--- src/rtl/cla_pkg.sv ---
// Shared constants and helpers for the carry-lookahead adder.
// CLA_GROUP is the lookahead group width. CLA_DEFAULT_WIDTH is the default operand width.
// cla_groups() returns the number of 4-bit groups for a given operand width.
package cla_pkg;

  localparam int unsigned CLA_GROUP         = 4;
  localparam int unsigned CLA_DEFAULT_WIDTH = 4;

  function automatic int unsigned cla_groups(input int unsigned width);
    return width / CLA_GROUP;
  endfunction

endpackage

--- src/rtl/cla_if.sv ---
// Operand/result bundle for the cla adder.
//   x, y   : WIDTH-bit unsigned addends
//   cin    : carry into bit 0
//   s      : registered WIDTH-bit sum
//   cout   : registered carry out of bit WIDTH-1
//   ovf    : registered signed overflow (present only when CLA_OVF_EN is defined)
// master drives the operands; slave (the adder) drives the result.
interface cla_if
  import cla_pkg::*;
#(
  parameter int unsigned WIDTH = CLA_DEFAULT_WIDTH
) ();

  logic [WIDTH-1:0] x;
  logic [WIDTH-1:0] y;
  logic             cin;
  logic [WIDTH-1:0] s;
  logic             cout;
`ifdef CLA_OVF_EN
  logic             ovf;
`endif

  modport master (
    output x, y, cin,
`ifdef CLA_OVF_EN
    input  ovf,
`endif
    input  s, cout
  );

  modport slave (
    input  x, y, cin,
`ifdef CLA_OVF_EN
    output ovf,
`endif
    output s, cout
  );

endinterface

--- src/rtl/cla4.sv ---
// Combinational 4-bit carry-lookahead group.
//   p, g   : per-bit propagate / generate
//   ci     : carry into the group
//   c      : carry into each bit of the group (c[0] == ci)
//   grp_g  : group generate
//   grp_p  : group propagate
// All carries are flat two-level sums of products; no ripple path.
module cla4 (
  input  logic [3:0] p,
  input  logic [3:0] g,
  input  logic       ci,
  output logic [3:0] c,
  output logic       grp_g,
  output logic       grp_p
);

  assign c[0] = ci;
  assign c[1] = g[0] | (p[0] & ci);
  assign c[2] = g[1] | (p[1] & g[0]) | (p[1] & p[0] & ci);
  assign c[3] = g[2] | (p[2] & g[1]) | (p[2] & p[1] & g[0]) | (p[2] & p[1] & p[0] & ci);

  assign grp_g = g[3] | (p[3] & g[2]) | (p[3] & p[2] & g[1]) | (p[3] & p[2] & p[1] & g[0]);
  assign grp_p = &p;

endmodule

--- src/rtl/cla.sv ---
// Carry-lookahead adder with a one-cycle registered result.
//   clk : rising-edge clock
//   rst : asynchronous active-high reset; clears s, cout (and ovf)
//   bus : cla_if.slave carrying x, y, cin in and s, cout (, ovf) out
// {cout, s} = x + y + cin, registered. WIDTH must be a positive multiple of 4.
// Optional feature macro: CLA_OVF_EN adds the registered signed-overflow output ovf.
module cla
  import cla_pkg::*;
#(
  parameter int unsigned WIDTH = CLA_DEFAULT_WIDTH
) (
  input  logic  clk,
  input  logic  rst,
  cla_if.slave  bus
);

  localparam int unsigned NG = cla_groups(WIDTH);

  if ((WIDTH == 0) || ((WIDTH % CLA_GROUP) != 0)) begin : g_width_check
    $error("cla: WIDTH must be a positive multiple of 4");
  end

  logic [WIDTH-1:0] p;
  logic [WIDTH-1:0] g;
  logic [WIDTH-1:0] c;       // carry into each bit
  logic [NG-1:0]    grp_g;
  logic [NG-1:0]    grp_p;
  logic [NG:0]      grp_c;   // carry into each group; grp_c[NG] is cout

  assign p = bus.x ^ bus.y;
  assign g = bus.x & bus.y;

  for (genvar k = 0; k < NG; k++) begin : g_grp
    cla4 u_cla4 (
      .p     (p[k*4 +: 4]),
      .g     (g[k*4 +: 4]),
      .ci    (grp_c[k]),
      .c     (c[k*4 +: 4]),
      .grp_g (grp_g[k]),
      .grp_p (grp_p[k])
    );
  end

  // Second level: each group carry is the flat OR of every upstream generate
  // term (and cin) ANDed with all intervening group propagates.
  logic term;
  logic carry;
  always_comb begin
    grp_c    = '0;
    term     = 1'b0;
    carry    = 1'b0;
    grp_c[0] = bus.cin;
    for (int unsigned k = 1; k <= NG; k++) begin
      term = bus.cin;
      for (int unsigned m = 0; m < k; m++) term = term & grp_p[m];
      carry = term;
      for (int unsigned j = 0; j < k; j++) begin
        term = grp_g[j];
        for (int unsigned m = j + 1; m < k; m++) term = term & grp_p[m];
        carry = carry | term;
      end
      grp_c[k] = carry;
    end
  end

  logic [WIDTH-1:0] s_d, s_q;
  logic             cout_d, cout_q;

  always_comb begin
    s_d    = p ^ c;
    cout_d = grp_c[NG];
  end

  always_ff @(posedge clk or posedge rst) begin
    if (rst) begin
      s_q    <= '0;
      cout_q <= 1'b0;
    end else begin
      s_q    <= s_d;
      cout_q <= cout_d;
    end
  end

  assign bus.s    = s_q;
  assign bus.cout = cout_q;

`ifdef CLA_OVF_EN
  logic ovf_d, ovf_q;

  always_comb begin
    ovf_d = c[WIDTH-1] ^ grp_c[NG];
  end

  always_ff @(posedge clk or posedge rst) begin
    if (rst) ovf_q <= 1'b0;
    else     ovf_q <= ovf_d;
  end

  assign bus.ovf = ovf_q;
`endif

endmodule

--- src/flat_wrapper.sv ---
// flat-port wrapper written by rule: the top's interface ports become plain ports
module cla_flat import cla_pkg::*;
#(
  parameter int unsigned WIDTH = CLA_DEFAULT_WIDTH
)
  (clk, rst, bus_x, bus_y, bus_cin, bus_s, bus_cout);
  cla_if #(.WIDTH(WIDTH)) bus_i ();
  input  logic clk;
  input  logic rst;
  input wire logic [$bits(bus_i.x)-1:0] bus_x;
  input wire logic [$bits(bus_i.y)-1:0] bus_y;
  input wire logic [$bits(bus_i.cin)-1:0] bus_cin;
  output wire logic [$bits(bus_i.s)-1:0] bus_s;
  output wire logic [$bits(bus_i.cout)-1:0] bus_cout;
  assign bus_i.x = bus_x;
  assign bus_i.y = bus_y;
  assign bus_i.cin = bus_cin;
  assign bus_s = bus_i.s;
  assign bus_cout = bus_i.cout;
  cla #(.WIDTH(WIDTH)) u_core (.clk(clk), .rst(rst), .bus(bus_i));
endmodule
--- config.mk ---
export PLATFORM = sky130hd
export DESIGN_NAME = cla_flat
export DESIGN_NICKNAME = d
export VERILOG_FILES = /design/src/rtl/cla_pkg.sv /design/src/rtl/cla_if.sv /design/src/rtl/cla4.sv /design/src/rtl/cla.sv /design/src/flat_wrapper.sv
export SDC_FILE = /design/constraint.sdc
export NUM_CORES = 1
export LEC_CHECK = 0
export CAP_MARGIN = 20
export CORE_AREA = 2 2 39 41
export CTS_BUF_LIST = sky130_fd_sc_hd__clkbuf_4 sky130_fd_sc_hd__clkbuf_8 sky130_fd_sc_hd__clkbuf_16
export CTS_CLUSTER_SIZE = 25
export DETAILED_ROUTE_END_ITERATION = 10
export DIE_AREA = 0 0 41 43
export GPL_TIMING_DRIVEN = 0
export SLEW_MARGIN = 20
export SYNTH_ARGS = -nofsm -noshare
export SYNTH_HDL_FRONTEND = slang
export SYNTH_SLANG_ARGS = --single-unit
export TNS_END_PERCENT = 1
--- constraint.sdc ---
create_clock -name clk -period 0.8 [get_ports clk]
set_input_delay 0.16 -clock clk [delete_from_list [all_inputs] [get_ports clk]]
set_output_delay 0.16 -clock clk [all_outputs]
set_load 0.03 [all_outputs]
==> results_tabular.tex, run 1 <==
\begin{tabular}{lr}
\hline
Metric & Value \\
\hline
\multicolumn{2}{l}{\textbf{Die}} \\
\quad Die X & roughly 41 µm \\
\quad Area enclosed by the die boundary & 1760 µm² \\
\quad Placeable core region & 1380 µm² \\
\quad Height of the die & 43 µm \\
\quad FP Rows & 14 \\
\quad Effective utilization at floorplan & 20.0\% \\
\quad I/O pin count & 16 \\
\multicolumn{2}{l}{\textbf{Timing}} \\
\quad Unrepaired setup endpoints after global routing & true \\
\quad Post-route worst setup slack & -0.119 ns \\
\quad Minimum hold slack & 0.109 ns \\
\quad Final hold vios & 0 \\
\quad Number of max-slew violations in the final report & 0 \\
\quad Setup violations, final & 7 \\
\quad Pin slew with the least headroom to its limit & between 0.15 and 0.2 ns \\
\quad Achievable frequency & between 1000 and 1500 MHz \\
\quad Portion of the clock cycle consumed by the worst path in the final layout & 115\% \\
\quad Minimum clock period & roughly 0.92 ns \\
\quad Worst-case headroom to the max-slew limit & between 80\% and 90\% \\
\multicolumn{2}{l}{\textbf{Logic synthesis}} \\
\quad Most common library cells after synthesis & dfrtp\_1 (5), inv\_1 (5), ha\_1 (4), a21o\_1 (3), xnor2\_1 (2) \\
\quad Count of warnings emitted by yosys & 0 \\
\quad Synthesized netlist net count & 39 \\
\quad Post-Synthesis Mean Instance Area & 12.0 µm² \\
\quad Main area contributors after synthesis & dfrtp\_1 (45\%), ha\_1 (18\%), a21o\_1 (8.1\%) \\
\quad Number of distinct standard cells referenced by the synthesized netlist & 9 \\
\quad Register area share after synthesis & 45.2\% \\
\quad Library cell occupying the most area in the post-synthesis netlist & dfrtp\_1 \\
\quad Post-Syn Instances & 23 \\
\quad Top cell type's share of synthesized area & a little under half \\
\quad Share of flip-flops with an asynchronous set or reset after synthesis & 100\% \\
\quad Number of enable-type register cells in the synthesized netlist & 0 \\
\quad Synth Cell Area & 277 µm² \\
\quad Flip-flop and latch count after synthesis & 5 \\
\quad Most used flip-flop cell after synthesis & dfrtp\_1 \\
\multicolumn{2}{l}{\textbf{Placement}} \\
\quad Cell area reported after detailed placement & 472 µm² \\
\quad Gp weighted congestion & 0.541 \\
\quad Count of input and output buffers & 15 \\
\multicolumn{2}{l}{\textbf{Final layout}} \\
\quad Final design instance area without fill & 513 µm² \\
\quad \# fillers & roughly 140 \\
\quad Multi-input logic area & 163 µm² \\
\quad Ant. Diodes & 0 \\
\quad Final nets & 60 \\
\quad Area growth from synthesis to final layout & 85.5\% \\
\quad Final design utilization & 37.1\% \\
\quad Layout cells sized above 1 & 48.8\% \\
\quad Area occupied by registers & $\sim$130 µm² \\
\multicolumn{2}{l}{\textbf{Min path}} \\
\quad Kind of path behind the tightest hold check & in -> async \\
\multicolumn{2}{l}{\textbf{Clock tree}} \\
\quad TritonCTS clock tree & yes \\
\quad Buffers from clock root to sink, at most & 2 \\
\quad Number of buffers created by CTS & 3 \\
\quad CTS HTree Levels & 1 \\
\quad Library cell used as clock root buffer & clkbuf\_4 \\
\quad Register clock-pin slew on the reported worst setup and hold paths & 0.04 ns \\
\quad Number of hold buffers added after cts & 0 \\
\quad Number of sinks driven by the clock tree & 5 \\
\multicolumn{2}{l}{\textbf{Global routing}} \\
\quad First-pass GRT wire length & 779 µm \\
\quad Maximum number of pins on one net before global-route repair & 6 \\
\quad Overall overflow remaining after global route & 0 \\
\quad Total track usage & 6.86\% \\
\quad Initial antenna violation count & 0 \\
\quad Via count of the first global-routing pass & 225 \\
\multicolumn{2}{l}{\textbf{Status}} \\
\quad Failing checks & negative setup slack \\
\quad Result of the run & finished with violations \\
\multicolumn{2}{l}{\textbf{Route}} \\
\quad Number of DRC violations after detailed-routing iteration 0 & 0 \\
\quad Router iterations before antenna repair & 1 \\
\quad DRC viols & 0 \\
\quad Detailed-route via count & 220 \\
\quad Ratio of routed vias to standard cells & 3.73 \\
\quad Total detailed-routing wirelength & 449 µm \\
\quad Remaining antenna violation count & 0 \\
\quad Average wire per standard cell & 7.61 µm \\
\multicolumn{2}{l}{\textbf{Setup path}} \\
\quad Crit path arrival time & about 1.1 ns \\
\quad Category of the worst setup path launch point & primary input \\
\quad Maximum net fanout on the critical path & 2 \\
\quad Kind of critical path & in -> reg \\
\quad Category of the worst setup path capture point & register \\
\quad Required time of the worst setup path & $\sim$0.93 ns \\
\multicolumn{2}{l}{\textbf{Power and ir drop}} \\
\quad Worst vdd ir & 0.471 mV \\
\quad Leakage power total & 0.266 nW \\
\quad Power per cell area & 1950 nW/µm² \\
\quad Total power of the final layout & 0.998 mW \\
\multicolumn{2}{l}{\textbf{Job}} \\
\quad Number of max-cap violations & 0 \\
\hline
\end{tabular}
worst max-delay path by stage:
stage               startpoint                        end  cells after the start  slack [ns]
floorplan             bus_y[2]  u_core.bus.cout$_DFF_PP0_                      4       -0.19
finish                bus_x[3]  u_core.bus.cout$_DFF_PP0_                      3       -0.12
global route          bus_y[0]  u_core.bus.cout$_DFF_PP0_                      5       -0.15
CTS                   bus_x[0]  u_core.bus.cout$_DFF_PP0_                      5       -0.14
detailed placement    bus_y[0]  u_core.bus.cout$_DFF_PP0_                      5       -0.75
global placement      bus_y[0]  u_core.bus.cout$_DFF_PP0_                      5       -0.75
placed cells by master (no fill, tap or decap), drive strengths merged:
cell	n
a31o	1
a21o	3
clkdlybuf4s15	1
fa	1
clkbuf	5
xnor2	2
inv	5
dfrtp	5
buf	11
a21oi	1
xor2	1
clkdlybuf4s50	2
ha	4
dlymetal6s2s	1
state kept, by name (all words and copies together) (netlist names):
name	count
u_core.bus.s	4
u_core.bus.cout	1
repair_timing:
| action | in CTS | in global routing |
|---|---|---|
| pin swaps | 8 | 8 |
| buffers inserted | 1 | 0 |
| resized for setup | 66 | 3 |
| endpoints found under the hold margin | 0 | 0 |
| setup endpoints to repair | 10 | 8 |
power breakdown:
| part | internal, mW | switching, mW |
|---|---|---|
| Clock | 0.222 | 0.102 |
| Sequential | 0.298 | 0.0186 |
| Combinational | 0.184 | 0.173 |
| Total | 0.704 | 0.294 |
metal layers:
layer	vias to the layer above	global-route usage [%]	share of wire [%]	routed length, µm
met5	-	0	0	0
met1	90	8.50	44	197
met2	15	8.44	41	185
met3	2	0	10	46
li1	113	-	-	-
met4	0	10.0	4.5	20
area by class of cell:
type	count	share of cell area [%]
clock buffer	4	5.85
inverter	5	3.66
multi-input combinational	13	31.7
sequential	5	24.4
tap	16	3.90
timing repair buffer	16	30.5
kinds of logic (layout without fill, tap and decap cells):
family	after synthesis	count (layout)	synth area share [%]
flops	5	5	45.2
xor+xnor	3	3	9.50
buf+inv	5	25	6.79
compound gates	5	5	13.1
fa+ha+maj	5	5	25.3
metrics by stage:
stage                     std cells  setup TNS, ns  setup slack (ns)
after floorplan                  23         -0.567            -0.186
after CTS                        59         -0.822            -0.140
after global placement           54          -4.97            -0.748
final                            59         -0.731            -0.119
after detailed placement         54          -5.03            -0.753
after global routing             59         -0.917            -0.153
critical path: stages:
cell	delay, ns
clkdlybuf4s50_1	0.40
ha_1	0.30
a21o_1	0.18
(Power assumes the default switching activity.)
==> inputs of run 2 (changes only) <==
- GPL_TIMING_DRIVEN: 0 -> not set
==> run 2 against run 1 <==
- the run still ends with negative setup slack left
- design area rose by 5.9%
- global-route usage rose by 1.0 points
- first-iteration DRC count rose by 1
- via count rose by 6.4%
- maximum frequency rose by 2.0%
- non-clock buffer count rose by 1
- wire length rose by 11%
- critical endpoint is now bus_cout
- largest cell class unchanged
- largest power group unchanged
- highest routed layer unchanged
==> results_tabular.tex, run 2 (synthesis gave the netlist of run 1 again) <==
\begin{tabular}{lr}
\hline
Metric & Value \\
\hline
\multicolumn{2}{l}{\textbf{Timing}} \\
\quad Achievable frequency & roughly 1100 MHz \\
\quad Minimum hold slack & 0.114 ns \\
\quad Final hold vios & 0 \\
\quad Setup violations, final & 7 \\
\quad Portion of the clock cycle consumed by the worst path in the final layout & 113\% \\
\quad Post-route worst setup slack & -0.101 ns \\
\quad Pin slew with the least headroom to its limit & 0.175 ns \\
\quad Minimum clock period & $\sim$0.9 ns \\
\quad Unrepaired setup endpoints after global routing & true \\
\quad Worst-case headroom to the max-slew limit & 88.3\% \\
\quad Number of max-slew violations in the final report & 0 \\
\multicolumn{2}{l}{\textbf{Clock tree}} \\
\quad Number of hold buffers added after cts & 0 \\
\quad Number of sinks driven by the clock tree & 5 \\
\quad Post CTS Setup Buffer Count & 0 \\
\quad Register clock-pin slew on the reported worst setup and hold paths & 0.04 ns \\
\quad TritonCTS clock tree & yes \\
\quad CTS HTree Levels & 1 \\
\quad Number of buffers created by CTS & 3 \\
\quad Library cell used as clock root buffer & clkbuf\_4 \\
\quad Buffers from clock root to sink, at most & 2 \\
\multicolumn{2}{l}{\textbf{Route}} \\
\quad Total detailed-routing wirelength & approximately 500 µm \\
\quad Number of DRC violations after detailed-routing iteration 0 & 1 \\
\quad Router iterations before antenna repair & 2 \\
\quad Detailed-route via count & $\sim$230 \\
\quad Ratio of routed vias to standard cells & 3.90 \\
\quad Average wire per standard cell & approximately 8.3 µm \\
\quad Remaining antenna violation count & 0 \\
\quad DRC viols & 0 \\
\multicolumn{2}{l}{\textbf{Die}} \\
\quad FP Rows & 14 \\
\quad Height of the die & 43 µm \\
\quad Effective utilization at floorplan & roughly 20\% \\
\quad Placeable core region & roughly 1400 µm² \\
\quad I/O pin count & 16 \\
\quad Area enclosed by the die boundary & 1760 µm² \\
\quad Die X & just over 40 µm \\
\multicolumn{2}{l}{\textbf{Global routing}} \\
\quad Maximum number of pins on one net before global-route repair & 6 \\
\quad Initial antenna violation count & 0 \\
\quad Overall overflow remaining after global route & 0 \\
\quad Via count of the first global-routing pass & 246 \\
\quad First-pass GRT wire length & 876 µm \\
\quad Total track usage & 7.87\% \\
\multicolumn{2}{l}{\textbf{Setup path}} \\
\quad Category of the worst setup path capture point & output pin \\
\quad Maximum net fanout on the critical path & 1 \\
\quad Cell with the largest stage delay on the worst path & dfrtp\_1 \\
\quad Max incr delay on CP & 0.36 ns \\
\quad Bufs and invs on worst path & 1 \\
\quad CP Cell Sequence & buf\_6 \\
\quad Kind of critical path & reg -> out \\
\quad Required time of the worst setup path & 0.64 ns \\
\quad Family with the most delay on the worst path & flip-flops \\
\quad Category of the worst setup path launch point & register \\
\quad Crit path arrival time & roughly 0.74 ns \\
\multicolumn{2}{l}{\textbf{Placement}} \\
\quad Placed cell count & 56 \\
\quad Post-Place Worst Slack & -0.746 ns \\
\quad Detail Placement HPWL & 441 µm \\
\quad Gp weighted congestion & 0.591 \\
\quad Count of input and output buffers & 15 \\
\multicolumn{2}{l}{\textbf{Final layout}} \\
\quad Leading cell type in the layout, fill and taps excluded & buf\_6 \\
\quad Layout cells sized above 1 & 54.5\% \\
\quad Finished Layout Cells & 60 \\
\quad Area growth from synthesis to final layout & 96.4\% \\
\quad Multi-input logic area & between 150 and 200 µm² \\
\quad Ant. Diodes & 0 \\
\quad Area occupied by registers & 125 µm² \\
\quad Commonest cells after routing, fill and taps aside & buf\_6 (7), dfrtp\_1 (5), inv\_1 (4), clkbuf\_4 (4) \\
\quad Flip-flop count of the largest register, all copies and words added & 4 \\
\quad Final design utilization & about two fifths \\
\quad \# fillers & 140 \\
\quad Final nets & 61 \\
\multicolumn{2}{l}{\textbf{Power and ir drop}} \\
\quad Switching power & about 0.30 mW \\
\quad Switching part of the total & a little under 30\% \\
\quad Leakage power total & 0.284 nW \\
\quad Power per cell area & 1870 nW/µm² \\
\quad Clock network fraction of design power & 31.8\% \\
\quad Relative contribution of combinational cells to total power & 37.0\% \\
\quad Internal power & 0.720 mW \\
\quad Worst vdd ir & 0.438 mV \\
\quad Part of the total power dissipated in sequential elements & 31.1\% \\
\multicolumn{2}{l}{\textbf{Status}} \\
\quad Failing checks & negative setup slack \\
\quad Result of the run & finished with violations \\
\multicolumn{2}{l}{\textbf{Min path}} \\
\quad Kind of path behind the tightest hold check & in -> async \\
\multicolumn{2}{l}{\textbf{Job}} \\
\quad Number of max-cap violations & 0 \\
\hline
\end{tabular}
==> run 2: cell types whose count changed in the layout (fill, tap and decap cells not counted), sizes merged <==
cell,before,now
clkbuf,5,6
clkdlybuf4s50,2,1
dlymetal6s2s,1,2
buf,11,12
clkdlybuf4s15,1,0
==> run 2: through the flow <==
step	total power [mW]	instance area [µm²]	setup TNS, ns
4_1_cts	1.02	519	-0.817
6_report	1.02	543	-0.622
3_5_place_dp	0.659	474	-3.38
2_1_floorplan	0.500	302	-0.567
3_3_place_gp	0.655	474	-3.38
5_1_grt	1.09	543	-0.814
==> run 2: power by group through the flow <==
stage	registers, mW	logic (mW)	clock network (mW)
CTS	0.317	0.371	0.333
detailed placement	0.312	0.347	0
global placement	0.312	0.343	0
global route	0.320	0.415	0.358
finish	0.317	0.377	0.324
floorplan	0.407	0.0937	0
==> run 2: worst max path at each step <==
stage | from | cells past startpoint | end | slack (ns)
global placement | bus_y[0] | 5 | u_core.bus.cout$_DFF_PP0_ | -0.74
finish | u_core.bus.cout$_DFF_PP0_ | 1 | bus_cout | -0.10
CTS | bus_x[0] | 5 | u_core.bus.cout$_DFF_PP0_ | -0.14
detailed placement | bus_y[0] | 5 | u_core.bus.cout$_DFF_PP0_ | -0.75
global route | u_core.bus.s[3]$_DFF_PP0_ | 1 | bus_s[3] | -0.13
floorplan | bus_y[2] | 4 | u_core.bus.cout$_DFF_PP0_ | -0.19
==> run 2: timing repair <==
| action | in CTS | in global routing |
|---|---|---|
| setup endpoints to repair | 10 | 8 |
| pin swaps | 8 | 8 |
| gates resized for setup | 37 | 8 |
==> run 2: metal layers <==
| metal | wire [µm] | track usage (%) | vias up |
|---|---|---|---|
| met5 | 0 | 0 | - |
| met4 | 19 | 10.0 | 0 |
| li1 | - | - | 115 |
| met1 | 191 | 9.15 | 100 |
| met3 | 57 | 1.57 | 2 |
| met2 | 232 | 10.0 | 17 |
==> run 2: area by class of cell <==
type / instances / share of cell area [%]
Clock buffer: 4 / 5.53
Inverter: 5 / 3.46
Tap cell: 16 / 3.69
Sequential cell: 5 / 23.0
Multi-Input combinational cell: 13 / 32.3
Timing Repair Buffer: 17 / 32.0
